File: src/rtl/rc4_prga_encrypt.sv
// RC4 keystream generator (PRGA) with XOR stage: encrypts MSG_LEN plaintext
// bytes from a ROM into a ciphertext RAM using an already-scheduled S RAM.
module rc4_prga_encrypt #(
   parameter int MSG_LEN = 32,
   parameter int MSG_AW  = 5
) (
   input  logic              clk,
   input  logic              reset,
   input  logic              start,
   output logic              busy,
   output logic              done,
   output logic [7:0]        s_addr,
   output logic [7:0]        s_wrdata,
   output logic              s_wren,
   input  logic [7:0]        s_rddata,
   output logic [MSG_AW-1:0] pt_addr,
   input  logic [7:0]        pt_rddata,
   output logic [MSG_AW-1:0] ct_addr,
   output logic [7:0]        ct_wrdata,
   output logic              ct_wren
);

   localparam logic [MSG_AW-1:0] K_LAST = MSG_AW'(MSG_LEN - 1);

   typedef enum logic [3:0] {
      IDLE, RD_I, WAIT_I, RD_J, WAIT_J, WR_I, WR_J, RD_F, WAIT_F, WR_CT, DONE
   } state_e;

   state_e            state_q, state_d;
   logic [7:0]        i_q, i_d;
   logic [7:0]        j_q, j_d;
   logic [MSG_AW-1:0] k_q, k_d;
   logic [7:0]        si_q, si_d;
   logic [7:0]        sj_q, sj_d;

   always_ff @(posedge clk) begin
      if (reset) begin
         state_q <= IDLE;
         i_q     <= '0;
         j_q     <= '0;
         k_q     <= '0;
         si_q    <= '0;
         sj_q    <= '0;
      end else begin
         state_q <= state_d;
         i_q     <= i_d;
         j_q     <= j_d;
         k_q     <= k_d;
         si_q    <= si_d;
         sj_q    <= sj_d;
      end
   end

   // Addresses are driven combinationally in the issuing state; the two-cycle
   // memory latency is absorbed by the WAIT states, so read data lands exactly
   // in the state that consumes it.
   always_comb begin
      state_d   = state_q;
      i_d       = i_q;
      j_d       = j_q;
      k_d       = k_q;
      si_d      = si_q;
      sj_d      = sj_q;
      busy      = (state_q != IDLE) && (state_q != DONE);
      done      = 1'b0;
      s_addr    = '0;
      s_wrdata  = '0;
      s_wren    = 1'b0;
      pt_addr   = '0;
      ct_addr   = '0;
      ct_wrdata = '0;
      ct_wren   = 1'b0;

      unique case (state_q)
         IDLE: begin
            if (start) begin
               i_d     = '0;
               j_d     = '0;
               k_d     = '0;
               state_d = RD_I;
            end
         end
         RD_I: begin
            i_d     = i_q + 8'd1;
            s_addr  = i_q + 8'd1;
            state_d = WAIT_I;
         end
         WAIT_I: state_d = RD_J;
         RD_J: begin
            si_d    = s_rddata;
            j_d     = j_q + s_rddata;
            s_addr  = j_q + s_rddata;
            state_d = WAIT_J;
         end
         WAIT_J: state_d = WR_I;
         WR_I: begin
            sj_d     = s_rddata;
            s_addr   = i_q;
            s_wrdata = s_rddata;
            s_wren   = 1'b1;
            state_d  = WR_J;
         end
         // When i == j this rewrites the same location with the original S[i].
         WR_J: begin
            s_addr   = j_q;
            s_wrdata = si_q;
            s_wren   = 1'b1;
            state_d  = RD_F;
         end
         RD_F: begin
            s_addr  = si_q + sj_q;
            pt_addr = k_q;
            state_d = WAIT_F;
         end
         WAIT_F: state_d = WR_CT;
         WR_CT: begin
            ct_addr   = k_q;
            ct_wrdata = s_rddata ^ pt_rddata;
            ct_wren   = 1'b1;
            if (k_q == K_LAST) begin
               state_d = DONE;
            end else begin
               k_d     = k_q + 1'b1;
               state_d = RD_I;
            end
         end
         DONE: begin
            done    = 1'b1;
            state_d = IDLE;
         end
         default: state_d = IDLE;
      endcase
   end

endmodule

File: config.mk
export PLATFORM = sky130hd
export DESIGN_NAME = rc4_prga_encrypt
export DESIGN_NICKNAME = d
export VERILOG_FILES = /design/src/rtl/rc4_prga_encrypt.sv
export SDC_FILE = /design/constraint.sdc
export NUM_CORES = 1
export LEC_CHECK = 0
export BUFFER_PORTS_ARGS = -buffer_cell sky130_fd_sc_hd__buf_2
export CORE_MARGIN = 8
export CORE_UTILIZATION = 50
export DETAILED_ROUTE_END_ITERATION = 12
export HOLD_SLACK_MARGIN = 0.15
export PLACE_DENSITY = 0.77
export SLEW_MARGIN = 20
export SYNTH_ARGS = -nofsm -noshare
export SYNTH_HDL_FRONTEND = slang
export SYNTH_SLANG_ARGS = --single-unit
File: constraint.sdc
create_clock -name clk -period 1.65 [get_ports clk]
set_input_delay 0.165 -clock clk [delete_from_list [all_inputs] [get_ports clk]]
set_output_delay 0.165 -clock clk [all_outputs]
set_load 0.005 [all_outputs]
==> impl_metrics.env <==
export IMPL_outcome="complete, but fails checks"
export IMPL_violations="negative setup slack"
export IMPL_yosys_register_bits=41
export IMPL_synth_top_family_by_area="simple AND/OR/NAND/NOR gates"
export IMPL_synth_top_flop_cell="dfxtp_1"
export IMPL_final_hold_violation_count=0
export IMPL_max_cap_violations=0
export IMPL_syn_avg_cell_area_um2=7.49
export IMPL_grt_pass1_vias=3833
export IMPL_track_usage_pct=29.4
export IMPL_syn_inst=386
export IMPL_cts_hold_buffers=0
export IMPL_cts_buffer_depth=2
export IMPL_async_reset_ff_share_pct=0
export IMPL_syn_nets=424
export IMPL_cp_max_fo=2
export IMPL_grt_pass1_wl_um=20000
export IMPL_fin_crit_sh_pct=156
export IMPL_yosys_area_share_xor_xnor_pct=8.18
export IMPL_fillers=199
export IMPL_regArea_um2=852
export IMPL_worstPathCellList="ha_4 > inv_2 > fa_2 > nor2b_2 > o21a_1 > o21ai_2 > mux2i_2 > nor3_1 > o21ai_1 > buf_2"
export IMPL_rsz0062_at_grt="true"
export IMPL_yosys_warnings=0
export IMPL_ys_types=55
export IMPL_final_nets=595
export IMPL_drt_iter0_markers=724
export IMPL_max_stage_delay_ns=0.39
export IMPL_setup_viol_count_final=54
export IMPL_clock_root_buffer="clkbuf_8"
export IMPL_io_pins=57
export IMPL_vdd_drop_max_uv=597
export IMPL_p_leak_uw=0.00224
export IMPL_slew_viol_final=0
export IMPL_cts_max_level=2
export IMPL_ys_seq_area_share_pct=28.4
export IMPL_setup_ws_ns=-0.928
export IMPL_cts_reportedPaths_clkPinSlew_ns=0.09
export IMPL_antenna_found_initial=0
export IMPL_ant_nets=0
export IMPL_slowest_stage="dfxtp_2"
export IMPL_grt_remaining_overflow=0
export IMPL_cp_required_ns=1.48
export IMPL_synth_edf_count=0
export IMPL_vias=4373
export IMPL_synth_compound_area_share_pct=21.7
export IMPL_worst_ep_arrival_time_ns=2.41
export IMPL_port_buffers=56
export IMPL_dieArea_um2=8470
export IMPL_wl_per_cell_um=27.5
export IMPL_muxShareOfSynthArea_pct=1.08
export IMPL_die_height_um=92.0
export IMPL_clk_latency_ns=0.31
export IMPL_die_x_um=92.0
export IMPL_finalClockSkew_ns=0.0120
export IMPL_pre_cts_slack_ns=-0.345
export IMPL_viasPerCell=6.94
export IMPL_end_kind="output pin"
export IMPL_tritoncts="built"
export IMPL_hold_path_class="input port to register"
export IMPL_hpwlAfterDp_um=7260
export IMPL_yosys_area_share_simple_pct=27.4
export IMPL_globalplace_congestion=0.887
export IMPL_powerDensity_nw_per_um2=553
export IMPL_multiInputGateArea_um2=2520
export IMPL_yosys_area_share_adder_pct=8.74
export IMPL_drive_gt1_share_pct=55.6
export IMPL_first_pass_iters=9
export IMPL_core_um2=5540
export IMPL_final_util_pct=91.3
export IMPL_relSlewSlack_pct=65.8
export IMPL_grt_max_degree=18
export IMPL_timing_fmax_ghz=0.388
export IMPL_critical_path_class="register to output pin"
export IMPL_diodes=0
export IMPL_cts_buffers=5
export IMPL_synth_area_um2=2890
export IMPL_fp_row_count=27
export IMPL_post_route_min_period_ns=2.58
export IMPL_tightest_slew_ns=0.509
export IMPL_cp_start_kind="register"
export IMPL_cts_sinks=41
export IMPL_initial_core_util_pct=52.2
export IMPL_area_growth_syn_to_layout_pct=74.9
export IMPL_drt_total_wl_um=17300
export IMPL_drc=0
[synthesized netlist by cell type, types with 5 or more instances]
master	number	area share, %
buf_2	5	0.87
ha_1	17	7.4
nand3_1	10	1.7
or3_1	6	1.3
a22oi_1	8	2.1
inv_1	9	1.2
nor3_1	6	1.0
dfxtp_1	41	28
xnor2_1	20	6.1
nand2_1	72	9.3
nor2_1	35	4.5
xor2_1	7	2.1
clkbuf_1	10	1.3
and2_1	10	2.2
a21oi_1	43	7.4
o21ai_1	6	1.0
o21ai_0	11	1.9
[worst max-delay path: cells and delay by family, from the launching register on]
| family | cells | cell delay, ns |
|---|---|---|
| adder cells (fa/ha/maj) | 2 | 0.51 |
| AO/OA/AOI/OAI | 3 | 0.44 |
| flip-flops | 1 | 0.39 |
| AND/OR/NAND/NOR | 2 | 0.39 |
| buffers and inverters | 2 | 0.20 |
| multiplexers | 1 | 0.16 |
[stage by stage]
stage	TNS, ns	instance area, um^2	cells	hold WS, ns	total power (uW)
after floorplan	-0.0396	2950	386	0.301	1290
after global placement	-1.98	3910	585	0.447	1500
after detailed placement	-2.52	3910	585	0.453	1520
after CTS	-5.67	4530	615	0.175	2570
after global routing	-14.91	5060	630	0.203	2830
final	-13.82	5060	630	0.192	2800
[per-layer routing]
| metal | global-route usage, % | up-vias | wire, um |
|---|---|---|---|
| li1 | - | 1683 | - |
| met1 | 33.2 | 2004 | 5870 |
| met2 | 49.6 | 501 | 7550 |
| met3 | 6.36 | 185 | 2240 |
| met4 | 17.9 | 0 | 1690 |
| met5 | 0 | - | 0 |
[report_power, final]
part	leakage [uW]	switching, uW	internal [uW]	total [uW]
sequential	0.000339	24.2	1000	1030
combinational	0.00183	415	331	746
clock	0.0000681	425	602	1030
total	0.00224	864	1940	2800
[worst paths after layout]
check	slack [ns]	from	cells past startpoint	end
setup / recovery	-0.93	j_q[0]$_SDFFE_PP0P_	10	s_addr[6]
hold / removal	0.19	s_rddata[7]	3	si_q[7]$_SDFFE_PP0P_
setup reg to reg	-0.47	j_q[0]$_SDFFE_PP0P_	10	j_q[6]$_SDFFE_PP0P_
hold reg to reg	0.50	si_q[6]$_SDFFE_PP0P_	2	si_q[6]$_SDFFE_PP0P_
[state kept, by name, summed over array words and instances (netlist names)]
signal and flops:
i_q 8, j_q 8, si_q 8, sj_q 8
k_q 5, state_q 4
[placed cells by master, fill, tap and decap left out, drive strengths merged, types with 2 or more instances in the layout]
| cell | instances |
|---|---|
| buf | 182 |
| nand2 | 72 |
| a21oi | 44 |
| dfxtp | 41 |
| nor2 | 37 |
| xnor2 | 20 |
| ha | 17 |
| o21ai | 17 |
| and2 | 11 |
| nand3 | 11 |
| inv | 11 |
| a22oi | 8 |
| xor2 | 7 |
| nor3 | 6 |
| or3 | 6 |
| clkbuf | 5 |
| o211ai | 5 |
| nand2b | 4 |
| o22ai | 4 |
| a211oi | 4 |
| nor2b | 4 |
| a222oi | 3 |
| o21a | 3 |
| nand3b | 3 |
| and3 | 3 |
| or2 | 3 |
| a21o | 2 |
| and4 | 2 |
| a221oi | 2 |
| nor3b | 2 |
| fa | 2 |
| bufinv | 2 |
| mux2i | 2 |
| o41ai | 2 |
[cell families after synthesis]
| kind of cell | count (synthesis) |
|---|---|
| mux | 3 |
| compound gates | 99 |
| fa+ha+maj | 19 |
| buf+inv | 29 |
| xor+xnor | 27 |
| flops | 41 |
| simple gates | 168 |
[area by class of cell]
type	count	share of cell area (%)
multi-input cells	316	49.7
repair buffers	182	27.9
flip-flops and latches	41	16.8
well taps	72	1.78
clock buffers	5	1.36
clock inverters	3	1.29
inverters	10	0.940
repair inverters	1	0.124
[timing repair]
action,in CTS,in global routing
gates cloned,0,1
resized for setup,81,101
pin swaps,46,49
setup buffers,23,18
setup endpoints to repair,45,55
Note: power is estimated with default switching activity, not from simulation.
